==> config.mk <==
export PLATFORM = sky130hd
export DESIGN_NAME = aq_mem_arbiter_flat
export DESIGN_NICKNAME = d
export VERILOG_FILES = /design/src/rtl/aq_mem_arbiter_if.sv /design/src/rtl/aq_mem_arbiter.sv /design/src/flat_wrapper.sv
export SDC_FILE = /design/constraint.sdc
export NUM_CORES = 1
export LEC_CHECK = 0
export CAP_MARGIN = 25
export CORE_MARGIN = 5
export CORE_UTILIZATION = 47
export DETAILED_ROUTE_END_ITERATION = 6
export PLACE_DENSITY = 0.86
export SYNTH_ARGS = -nofsm -noshare
export SYNTH_HDL_FRONTEND = slang
export SYNTH_SLANG_ARGS = --single-unit
==> constraint.sdc <==
create_clock -name clk_sys -period 4.6 [get_ports clk_sys]
set_input_delay 0.69 -clock clk_sys [delete_from_list [all_inputs] [get_ports clk_sys]]
set_output_delay 0.69 -clock clk_sys [all_outputs]
set_load 0.1 [all_outputs]
==> src/rtl/aq_mem_arbiter_if.sv <==
// Bus bundle between the arbiter (slave side) and its requesters plus the RAM (master side).
// Handshakes: cpu_ce is a one-cycle command strobe with no back-pressure except cpu_stall; dl_wr is a
// fire-and-forget pulse (dl_busy/dl_ovf report buffer state); tp_req is a level held until the
// one-cycle tp_ack, which carries tp_data in the same cycle; mem_q is valid the cycle after mem_addr.
interface aq_mem_arbiter_if #(
    parameter int AW = 16
);
    logic          cpu_ce;
    logic [AW-1:0] cpu_addr;
    logic [7:0]    cpu_din;
    logic          cpu_we;
    logic [7:0]    cpu_q;
    logic          cpu_stall;

    logic          dl_wr;
    logic [AW-1:0] dl_addr;
    logic [7:0]    dl_data;
    logic          dl_busy;
    logic          dl_ovf;

    logic          tp_req;
    logic [AW-1:0] tp_addr;
    logic          tp_ack;
    logic [7:0]    tp_data;

    logic [AW-1:0] mem_addr;
    logic [7:0]    mem_d;
    logic          mem_we;
    logic [7:0]    mem_q;

    modport slave (
        input  cpu_ce, cpu_addr, cpu_din, cpu_we,
        output cpu_q, cpu_stall,
        input  dl_wr, dl_addr, dl_data,
        output dl_busy, dl_ovf,
        input  tp_req, tp_addr,
        output tp_ack, tp_data,
        output mem_addr, mem_d, mem_we,
        input  mem_q
    );

    modport master (
        output cpu_ce, cpu_addr, cpu_din, cpu_we,
        input  cpu_q, cpu_stall,
        output dl_wr, dl_addr, dl_data,
        input  dl_busy, dl_ovf,
        output tp_req, tp_addr,
        input  tp_ack, tp_data,
        input  mem_addr, mem_d, mem_we,
        output mem_q
    );
endinterface

==> src/rtl/aq_mem_arbiter.sv <==
// Single-port RAM arbiter: CPU on its clock-enable, download writer and tape reader round-robin in idle
// cycles, with a starvation stall. Optional grant/stall statistics when ARB_STATS_EN is defined.
module aq_mem_arbiter #(
    parameter int AW         = 16,
    parameter int DL_BASE    = 'hC000,
    parameter int STARVE_MAX = 8
) (
    input  logic                 clk_sys,
    input  logic                 reset,
    aq_mem_arbiter_if.slave      bus,
    output logic [1:0]           dbg_grant
`ifdef ARB_STATS_EN
    ,
    output logic [15:0]          stat_dl,
    output logic [15:0]          stat_tp,
    output logic [15:0]          stat_stall
`endif
);

    localparam logic [AW-1:0] DL_OFS     = AW'(DL_BASE);
    localparam logic [7:0]    STARVE_LIM = 8'(STARVE_MAX);

    typedef enum logic [1:0] {
        G_IDLE = 2'd0,
        G_CPU  = 2'd1,
        G_DL   = 2'd2,
        G_TP   = 2'd3
    } grant_t;

    grant_t        grant, grant_q;
    logic          rr_tp, rr_tp_next;
    logic [7:0]    starve_cnt, starve_next;
    logic          stall, dl_pend, tp_pend;

    logic          dl_busy_q, dl_ovf_q;
    logic [AW-1:0] dl_buf_addr;
    logic [7:0]    dl_buf_data;

    logic [AW-1:0] mem_addr_q;
    logic [7:0]    mem_d_q;
    logic          mem_we_q;

    logic          cpu_rd_s1, cpu_rd_s2, tp_s1, tp_s2;
    logic [7:0]    cpu_q_hold;

    // Grant, round-robin pointer and starvation counter for the current cycle.
    always_comb begin
        dl_pend     = dl_busy_q;
        tp_pend     = bus.tp_req & ~tp_s1 & ~tp_s2;
        stall       = (starve_cnt == STARVE_LIM);
        grant       = G_IDLE;
        rr_tp_next  = rr_tp;
        starve_next = starve_cnt;

        if (bus.cpu_ce)
            grant = G_CPU;
        else if (dl_pend && tp_pend)
            grant = rr_tp ? G_TP : G_DL;
        else if (dl_pend)
            grant = G_DL;
        else if (tp_pend)
            grant = G_TP;

        if (grant == G_DL)
            rr_tp_next = 1'b1;
        else if (grant == G_TP)
            rr_tp_next = 1'b0;

        if (stall || grant == G_DL || grant == G_TP || !(dl_pend || tp_pend))
            starve_next = 8'd0;
        else if (bus.cpu_ce && starve_cnt < STARVE_LIM)
            starve_next = starve_cnt + 8'd1;
    end

    always_ff @(posedge clk_sys) begin
        if (reset) begin
            grant_q    <= G_IDLE;
            rr_tp      <= 1'b0;
            starve_cnt <= 8'd0;
        end else begin
            grant_q    <= grant;
            rr_tp      <= rr_tp_next;
            starve_cnt <= starve_next;
        end
    end

    always_ff @(posedge clk_sys) begin
        if (reset) begin
            mem_addr_q  <= '0;
            mem_d_q     <= 8'd0;
            mem_we_q    <= 1'b0;
            dl_busy_q   <= 1'b0;
            dl_ovf_q    <= 1'b0;
            dl_buf_addr <= '0;
            dl_buf_data <= 8'd0;
            cpu_rd_s1   <= 1'b0;
            cpu_rd_s2   <= 1'b0;
            tp_s1       <= 1'b0;
            tp_s2       <= 1'b0;
            cpu_q_hold  <= 8'd0;
        end else begin
            mem_we_q <= 1'b0;
            case (grant)
                G_CPU: begin
                    mem_addr_q <= bus.cpu_addr;
                    mem_d_q    <= bus.cpu_din;
                    mem_we_q   <= bus.cpu_we;
                end
                G_DL: begin
                    mem_addr_q <= dl_buf_addr;
                    mem_d_q    <= dl_buf_data;
                    mem_we_q   <= 1'b1;
                end
                G_TP: mem_addr_q <= bus.tp_addr;
                default: ;
            endcase

            cpu_rd_s1 <= (grant == G_CPU) && !bus.cpu_we;
            cpu_rd_s2 <= cpu_rd_s1;
            tp_s1     <= (grant == G_TP);
            tp_s2     <= tp_s1;
            if (cpu_rd_s2)
                cpu_q_hold <= bus.mem_q;

            // A write arriving while the old entry is being granted simply refills the buffer.
            if (bus.dl_wr) begin
                if (!dl_busy_q || grant == G_DL) begin
                    dl_buf_addr <= bus.dl_addr + DL_OFS;
                    dl_buf_data <= bus.dl_data;
                    dl_busy_q   <= 1'b1;
                end else begin
                    dl_ovf_q <= 1'b1;
                end
            end else if (grant == G_DL) begin
                dl_busy_q <= 1'b0;
            end
        end
    end

`ifdef ARB_STATS_EN
    always_ff @(posedge clk_sys) begin
        if (reset) begin
            stat_dl    <= 16'd0;
            stat_tp    <= 16'd0;
            stat_stall <= 16'd0;
        end else begin
            if (grant == G_DL && stat_dl != 16'hFFFF)
                stat_dl <= stat_dl + 16'd1;
            if (grant == G_TP && stat_tp != 16'hFFFF)
                stat_tp <= stat_tp + 16'd1;
            if (stall && stat_stall != 16'hFFFF)
                stat_stall <= stat_stall + 16'd1;
        end
    end
`endif

    // Read data is forwarded straight from the RAM in its return cycle so a CPU ce two cycles later sees it.
    assign bus.cpu_q     = cpu_rd_s2 ? bus.mem_q : cpu_q_hold;
    assign bus.cpu_stall = stall;
    assign bus.dl_busy   = dl_busy_q;
    assign bus.dl_ovf    = dl_ovf_q;
    assign bus.tp_ack    = tp_s2;
    assign bus.tp_data   = tp_s2 ? bus.mem_q : 8'd0;
    assign bus.mem_addr  = mem_addr_q;
    assign bus.mem_d     = mem_d_q;
    assign bus.mem_we    = mem_we_q;
    assign dbg_grant     = grant_q;

endmodule

==> src/flat_wrapper.sv <==
// flat-port wrapper written by rule: the top's interface ports become plain ports
module aq_mem_arbiter_flat 
#(
    parameter int AW         = 16,
    parameter int DL_BASE    = 'hC000,
    parameter int STARVE_MAX = 8
)
  (clk_sys, reset, dbg_grant, bus_cpu_ce, bus_cpu_addr, bus_cpu_din, bus_cpu_we, bus_cpu_q, bus_cpu_stall, bus_dl_wr, bus_dl_addr, bus_dl_data, bus_dl_busy, bus_dl_ovf, bus_tp_req, bus_tp_addr, bus_tp_ack, bus_tp_data, bus_mem_addr, bus_mem_d, bus_mem_we, bus_mem_q);
  aq_mem_arbiter_if #(.AW(AW)) bus_i ();
  input  logic clk_sys;
  input  logic reset;
  output logic [1:0] dbg_grant;
  input wire logic [$bits(bus_i.cpu_ce)-1:0] bus_cpu_ce;
  input wire logic [$bits(bus_i.cpu_addr)-1:0] bus_cpu_addr;
  input wire logic [$bits(bus_i.cpu_din)-1:0] bus_cpu_din;
  input wire logic [$bits(bus_i.cpu_we)-1:0] bus_cpu_we;
  output wire logic [$bits(bus_i.cpu_q)-1:0] bus_cpu_q;
  output wire logic [$bits(bus_i.cpu_stall)-1:0] bus_cpu_stall;
  input wire logic [$bits(bus_i.dl_wr)-1:0] bus_dl_wr;
  input wire logic [$bits(bus_i.dl_addr)-1:0] bus_dl_addr;
  input wire logic [$bits(bus_i.dl_data)-1:0] bus_dl_data;
  output wire logic [$bits(bus_i.dl_busy)-1:0] bus_dl_busy;
  output wire logic [$bits(bus_i.dl_ovf)-1:0] bus_dl_ovf;
  input wire logic [$bits(bus_i.tp_req)-1:0] bus_tp_req;
  input wire logic [$bits(bus_i.tp_addr)-1:0] bus_tp_addr;
  output wire logic [$bits(bus_i.tp_ack)-1:0] bus_tp_ack;
  output wire logic [$bits(bus_i.tp_data)-1:0] bus_tp_data;
  output wire logic [$bits(bus_i.mem_addr)-1:0] bus_mem_addr;
  output wire logic [$bits(bus_i.mem_d)-1:0] bus_mem_d;
  output wire logic [$bits(bus_i.mem_we)-1:0] bus_mem_we;
  input wire logic [$bits(bus_i.mem_q)-1:0] bus_mem_q;
  assign bus_i.cpu_ce = bus_cpu_ce;
  assign bus_i.cpu_addr = bus_cpu_addr;
  assign bus_i.cpu_din = bus_cpu_din;
  assign bus_i.cpu_we = bus_cpu_we;
  assign bus_cpu_q = bus_i.cpu_q;
  assign bus_cpu_stall = bus_i.cpu_stall;
  assign bus_i.dl_wr = bus_dl_wr;
  assign bus_i.dl_addr = bus_dl_addr;
  assign bus_i.dl_data = bus_dl_data;
  assign bus_dl_busy = bus_i.dl_busy;
  assign bus_dl_ovf = bus_i.dl_ovf;
  assign bus_i.tp_req = bus_tp_req;
  assign bus_i.tp_addr = bus_tp_addr;
  assign bus_tp_ack = bus_i.tp_ack;
  assign bus_tp_data = bus_i.tp_data;
  assign bus_mem_addr = bus_i.mem_addr;
  assign bus_mem_d = bus_i.mem_d;
  assign bus_mem_we = bus_i.mem_we;
  assign bus_i.mem_q = bus_mem_q;
  aq_mem_arbiter #(.AW(AW), .DL_BASE(DL_BASE), .STARVE_MAX(STARVE_MAX)) u_core (.clk_sys(clk_sys), .reset(reset), .bus(bus_i), .dbg_grant(dbg_grant));
endmodule
==> results.ini, run 1 <==
[min_path]
hold_path_end=u_core.cpu_rd_s2$_SDFF_PP0_
hp-class=reg2reg
hold_depth=1
min-delay-start=u_core.cpu_rd_s1$_SDFF_PP0_

[finish]
layout_commonest_cell=clkdlybuf4s50_1
regArea_um2=1481
multi_input_comb_area_um2=1438
nets=545
drive_gt1_share_pct=9.227
antennaDiodeCount=0
area_growth_pct=48.32
num-fill-cells=484
final_cell_mix=clkdlybuf4s50_1 (123), dfxtp_1 (74), a221oi_1 (32)

[worst_setup_path]
startpoint_type=input port
cpMaxStageDelayCell=nand2b_1
cp-end-kind=flip-flop
cp_max_fo=26
rrSetupSlack_ns=1.65
ff2ff_path_depth=7
cpPeakStageDelay_ns=0.80
crit_type=in2reg
path_common_cell=nor2_1
critPathRequiredTime_ns=4.85
timing.rr.end=u_core.dl_buf_addr[14]$_SDFFE_PP0P_
cp_cell_sequence=clkdlybuf4s50_1, nor3b_1, nor2_1, nor2_1, ha_1, nand2b_1, a21oi_1, a311oi_1
cp_top_family=simple AND/OR/NAND/NOR gates
worstPathArrival_ns=3.58
path_buf_inv=1
r2r_start=u_core.bus.tp_ack$_SDFF_PP0_

[sta]
max_freq_mhz=300.6
drv_slew=0
worst_pin_slew_ns=1.013
setup-tns-final_ns=0
holdWs_ns=0.4454
layout_min_cycle_time_ns=3.327
setup_viol=0
grt_setup_unrepaired=false
clock_skew_ns=0.009522
final.period_utilization_pct=72.32
finalHoldViolations=0
slew_headroom_pct=32.23

[die]
initial_utilization_pct=48.67
die_h_um=91.55
fp.coreArea_um2=6422
ios=125
num_rows=29
die_x_um=91.55
die_area_um2=8380

[placement]
dp_hpwl_um=6397
globalplace.congestion=0.8372
io_buffers=124

[synth]
ys_types=30
avgSynthCellArea_um2=8.981
yosys_warnings=0
ys_ff_latch=74
synth_cells=348
yosysSeqAreaShare_pct=47.40
synthesis.area_um2=3125
syn_nets=432

[clocking]
insertion_delay_ns=0.34
holdBufCountCts=0
cts-root-buf=clkbuf_8
cts_buffers=9
cts_max_path_buffers=2
htreeDepth=3
cts_tree=built
clkTransAtPathRegs_ns=0.08
postCtsSetupBuffers=0
ctsResizeCount=0
clock-sinks=74

[route]
avgRoutedWirePerCell_um=16.36
num_vias=2976
wl_um=8883
drtIter0Drc=253
ant_nets=0
drc=0
viasPerCell=5.481
dr.pass1.iters=4

[grt]
grt_usage_pct=21.47
grt_pass1_wl_um=14520
grt_max_degree=40
antenna_found_initial=0
grt_pass1_vias=2908
overflow=0

[flow_run]
max-cap-violations=0

[outcome]
status=completed

[pwr]
power.leakage_nw=1.755
p_per_area_nw_per_um2=382.3
irDropWorstVdd_mv=0.2433

==> state kept, by name, indices dropped and copies added (netlist names), 2 cells and up <==
| signal | flops |
|---|---|
| u_core.bus.mem_addr | 16 |
| u_core.dbg_grant | 2 |
| u_core.bus.mem_d | 8 |
| u_core.cpu_q_hold | 8 |
| u_core.dl_buf_data | 8 |
| u_core.dl_buf_addr | 16 |
| u_core.starve_cnt | 8 |
==> Yosys cell counts (all sizes together) <==
library cell	instances	area (um^2)
a311oi	1	8.760
and3	1	6.260
nand2b	3	18.77
nor2b	12	75.07
a21oi	32	163.9
ha	6	75.07
and2	8	50.05
a31oi	1	6.260
nor4	1	6.260
nand2	16	60.06
nor2	21	78.83
or2	1	6.260
or3	1	6.260
nor3	3	15.01
or4	1	11.26
clkbuf	24	90.09
a221oi	32	280.3
o221ai	1	15.01
buf	4	22.52
nor3b	2	15.01
mux2	16	180.2
xnor2	1	8.760
dfxtp	74	1481
inv	25	93.84
o21ai	26	130.1
nand3b	2	15.01
mux2i	8	80.08
nand3	25	125.1
==> report_power, final <==
group / switching (mW) / internal [mW] / total [mW] / leakage, nW
combinational: 0.336 / 0.168 / 0.504 / 1.04
sequential: 0.0236 / 0.683 / 0.707 / 0.608
clock: 0.252 / 0.310 / 0.561 / 0.106
total: 0.611 / 1.16 / 1.77 / 1.75
==> layer usage <==
metal / part of all wire, % / GRT usage, %
met5: 0 / 0
met4: 2.4 / 8.794
met3: 7.3 / 4.711
met2: 49 / 35.30
met1: 42 / 27.22
==> metrics by stage <==
| stage | cells | utilization, % | setup slack (ns) | total power, mW | area, um^2 |
|---|---|---|---|---|---|
| 3_3_place_gp | 525 | 68.13 | 1.053 | 1.212 | 4375 |
| 6_report | 543 | 72.18 | 1.273 | 1.772 | 4636 |
| 3_5_place_dp | 526 | 68.44 | 0.9697 | 1.222 | 4395 |
| 4_1_cts | 542 | 71.95 | 1.311 | 1.781 | 4621 |
| 5_1_grt | 543 | 72.18 | 1.059 | 1.845 | 4636 |
| 2_1_floorplan | 348 | - | 1.762 | 1.061 | 3126 |
==> layout make-up <==
class,instances,area share (%)
Clock buffer,9,2.672
Inverter,25,2.024
Sequential cell,74,31.96
Multi-Input combinational cell,221,31.01
Timing Repair Buffer,130,28.07
Clock inverter,7,2.186
Tap cell,77,2.078
==> worst max-delay path by stage <==
| stage | cells past startpoint | start | slack, ns | end |
|---|---|---|---|---|
| floorplan | 2 | u_core.starve_cnt[4]$_SDFFE_PP0P_ | 1.76 | bus_cpu_stall |
| global placement | 7 | bus_tp_req | 1.05 | u_core.bus.mem_addr[13]$_SDFFE_PP0P_ |
| detailed placement | 8 | bus_tp_req | 0.97 | u_core.dl_buf_addr[14]$_SDFFE_PP0P_ |
| CTS | 8 | bus_tp_req | 1.31 | u_core.dl_buf_addr[14]$_SDFFE_PP0P_ |
| global route | 7 | bus_tp_req | 1.06 | u_core.bus.mem_addr[7]$_SDFFE_PP0P_ |
| finish | 8 | bus_tp_req | 1.27 | u_core.dl_buf_addr[14]$_SDFFE_PP0P_ |
==> cells by family (layout without fill, tap and decap cells) <==
logic type | count (synthesis) | in the layout | share of synthesized area (%)
compound gates | 93 | 93 | 19.34
xor+xnor | 1 | 1 | 0.2803
fa+ha+maj | 6 | 6 | 2.402
buf+inv | 53 | 171 | 6.605
flops | 74 | 74 | 47.40
mux | 24 | 24 | 8.327
simple gates | 97 | 97 | 15.65
==> worst reg2reg max path, stage by stage, from the launching register on <==
cell and delay, ns:
dfxtp_1 0.40, nor3b_1 0.42, nor2_1 0.12, nor2_1 0.15
ha_1 0.57, nand2b_1 0.80, a21oi_1 0.16, a311oi_1 0.26
Note: power is estimated with default switching activity, not from simulation.
==> inputs of run 2 (changes only) <==
--- a/config.mk
+++ b/config.mk
@@ -7,9 +7,9 @@
 export LEC_CHECK = 0
 export CAP_MARGIN = 25
 export CORE_MARGIN = 5
-export CORE_UTILIZATION = 47
+export CORE_UTILIZATION = 39
 export DETAILED_ROUTE_END_ITERATION = 6
-export PLACE_DENSITY = 0.86
+export PLACE_DENSITY = 0.76
 export SYNTH_ARGS = -nofsm -noshare
 export SYNTH_HDL_FRONTEND = slang
 export SYNTH_SLANG_ARGS = --single-unit
==> constraint.sdc (replaced) <==
create_clock -name clk_sys -period 3 [get_ports clk_sys]
set_input_delay 0.45 -clock clk_sys [delete_from_list [all_inputs] [get_ports clk_sys]]
set_output_delay 0.45 -clock clk_sys [all_outputs]
set_load 0.1 [all_outputs]
==> run 2 against run 1 <==
  * Via count up 1.0%
  * Worst hold slack worse by 0.0050 ns
  * Critical endpoint is now u_core.bus.mem_addr[4]$_SDFFE_PP0P_
  * Wire length up 2.6%
==> results.ini, run 2 (synthesis gave the netlist of run 1 again) <==
[pwr]
p_per_area_nw_per_um2=596.9  ; was 382.3 nW/um^2
irDropWorstVdd_mv=0.3555  ; was 0.2433 mV
p_sw_share_pct=33.68  ; was 34.48%
intPower_mw=1.808  ; was 1.161 mW
comb_power_share_pct=27.7  ; was 28.4%
p_clk_share_pct=32.3  ; was 31.7%
p_sw_uw=918.2  ; was 611.0 uW
power.leakage_nw=1.859  ; was 1.755 nW
seq_power_share_pct=39.9  ; about the same

[die]
initial_utilization_pct=40.24  ; was 48.67%
die_x_um=99.52  ; was 91.55 um
die_area_um2=9904  ; was 8380 um^2
num_rows=32  ; was 29
ios=125  ; unchanged
die_h_um=99.52  ; was 91.55 um
fp.coreArea_um2=7767  ; was 6422 um^2

[route]
dr.pass1.iters=4  ; unchanged
ant_nets=0  ; unchanged
avgRoutedWirePerCell_um=15.96  ; was 16.36 um
num_vias=3006  ; was 2,976
wl_um=9116  ; was 8883 um
drtIter0Drc=159  ; was 253
viasPerCell=5.264  ; was 5.481
drc=0  ; unchanged

[sta]
worst_pin_slew_ns=0.7149  ; was 1.013 ns
final.period_utilization_pct=84.08
finalHoldViolations=0  ; unchanged
clock_skew_ns=0.009447  ; was 0.009522 ns
layout_min_cycle_time_ns=2.522
slew_headroom_pct=52.34  ; was 32.23%
setup_viol=0  ; unchanged
max_freq_mhz=396.5
grt_setup_unrepaired=false  ; unchanged
setup-tns-final_ns=0  ; unchanged
drv_slew=0  ; unchanged

[placement]
place_area_um2=4339  ; was 4395 um^2
globalplace.congestion=0.8322  ; was 0.8372
dp_hpwl_um=6693  ; was 6397 um
io_buffers=124  ; unchanged

[clocking]
clock-sinks=74  ; unchanged
ctsResizeCount=0  ; unchanged
insertion_delay_ns=0.34  ; about the same
postCtsSetupBuffers=0  ; unchanged
cts_tree=built  ; unchanged
clkTransAtPathRegs_ns=0.08  ; about the same
cts-root-buf=clkbuf_8  ; unchanged
holdBufCountCts=0  ; unchanged
htreeDepth=3  ; unchanged
cts_max_path_buffers=2  ; unchanged
cts_buffers=9  ; unchanged

[worst_setup_path]
startpoint_type=input port  ; unchanged
rrSetupSlack_ns=0.62  ; was 1.65 ns
crit_path_start=bus_tp_req  ; unchanged
crit_type=in2reg  ; unchanged
endpoint=u_core.bus.mem_addr[4]$_SDFFE_PP0P_  ; was u_core.dl_buf_addr[14]$_SDFFE_PP0P_
ff2ff_path_depth=8  ; was 7
critPathRequiredTime_ns=3.23  ; was 4.85 ns
timing.rr.end=u_core.bus.mem_addr[4]$_SDFFE_PP0P_  ; was u_core.dl_buf_addr[14]$_SDFFE_PP0P_
cp_max_fo=19  ; was 26
worstPathArrival_ns=2.76  ; was 3.58 ns
cp-end-kind=flip-flop  ; unchanged
r2r_start=u_core.bus.tp_ack$_SDFF_PP0_  ; unchanged

[grt]
grt_usage_pct=18.31  ; was 21.47%
grt_max_degree=37  ; was 40
overflow=0  ; unchanged
grt_pass1_vias=2966  ; was 2,908
grt_pass1_wl_um=14620  ; was 14,520 um
antenna_found_initial=0  ; unchanged

[flow_run]
max-cap-violations=0  ; unchanged

[min_path]
hp-class=reg2reg  ; unchanged

[outcome]
status=completed  ; unchanged

[finish]
num-fill-cells=697  ; was 484
drive_gt1_share_pct=19.62  ; was 9.227%
final_cell_mix=clkdlybuf4s50_1 (76), dfxtp_1 (74), buf_4 (55)  ; was clkdlybuf4s50_1 (123), dfxtp_1 (74), a221oi_1 (32)
multi_input_comb_area_um2=1438  ; unchanged
regArea_um2=1481  ; unchanged
design_area_um2=4568  ; was 4636 um^2
nets=548  ; was 545
antennaDiodeCount=0  ; unchanged
area_growth_pct=46.16  ; was 48.32%
layout_commonest_cell=clkdlybuf4s50_1  ; unchanged

-- run 2: changes by cell type in the layout (fill, tap and decap cells not counted), sizes merged --
| cell | change |
|---|---|
| buf | +50 |
| clkbuf | +3 |
| clkdlybuf4s50 | -47 |
| clkinv | +1 |
| clkinvlp | -2 |
| inv | -2 |
-- run 2: layer usage --
metal  track usage [%]  part of all wire [%]  up-vias
met4             10.08                   3.6        0
met1             23.69                    42     1386
met2             28.10                    47      130
met5                 0                     0        -
met3             4.278                   7.2       23
li1                  -                     -     1467
-- run 2: metrics by stage --
stage / power, mW / instances / utilization, % / setup WS [ns] / hold WS (ns)
3_5_place_dp: 1.867 / 555 / 55.86 / 0.1672 / 0.4220
4_1_cts: 2.738 / 571 / 58.81 / 0.4862 / 0.4395
3_3_place_gp: 1.858 / 555 / 55.86 / 0.2222 / 0.4176
5_1_grt: 2.837 / 571 / 58.81 / 0.2825 / 0.4656
2_1_floorplan: 1.627 / 348 / - / 0.1689 / 0.4138
6_report: 2.727 / 571 / 58.81 / 0.4777 / 0.4404
-- run 2: power groups by stage --
stage	sequential, mW	combinational [mW]	clock, mW
floorplan	1.38	0.247	0
global placement	1.11	0.750	0
detailed placement	1.11	0.757	0
CTS	1.09	0.759	0.891
global route	1.10	0.801	0.939
finish	1.09	0.756	0.881
-- run 2: layout make-up --
type | instances | area share (%)
Timing Repair Buffer | 133 | 26.24
Inverter | 25 | 2.054
Clock inverter | 4 | 1.616
Sequential cell | 74 | 32.43
Clock buffer | 12 | 3.396
Tap cell | 102 | 2.794
Multi-Input combinational cell | 221 | 31.47
-- run 2: worst min path at each step --
stage,start,to,depth (start not counted)
2_1_floorplan,u_core.cpu_rd_s1$_SDFF_PP0_,u_core.cpu_rd_s2$_SDFF_PP0_,1
3_3_place_gp,u_core.cpu_rd_s1$_SDFF_PP0_,u_core.cpu_rd_s2$_SDFF_PP0_,1
3_5_place_dp,u_core.cpu_rd_s1$_SDFF_PP0_,u_core.cpu_rd_s2$_SDFF_PP0_,1
4_1_cts,u_core.cpu_rd_s1$_SDFF_PP0_,u_core.cpu_rd_s2$_SDFF_PP0_,1
5_1_grt,u_core.starve_cnt[6]$_SDFFE_PP0P_,u_core.starve_cnt[6]$_SDFFE_PP0P_,2
6_report,u_core.cpu_rd_s1$_SDFF_PP0_,u_core.cpu_rd_s2$_SDFF_PP0_,1
-- run 2: critical path: stages --
cell	delay, ns
clkdlybuf4s50_1	0.46
nor3b_1	0.37
a21oi_1	0.22
ha_1	0.30
buf_4	0.22
nor2_1	0.11
buf_4	0.22
nand2_1	0.09
a221oi_1	0.31
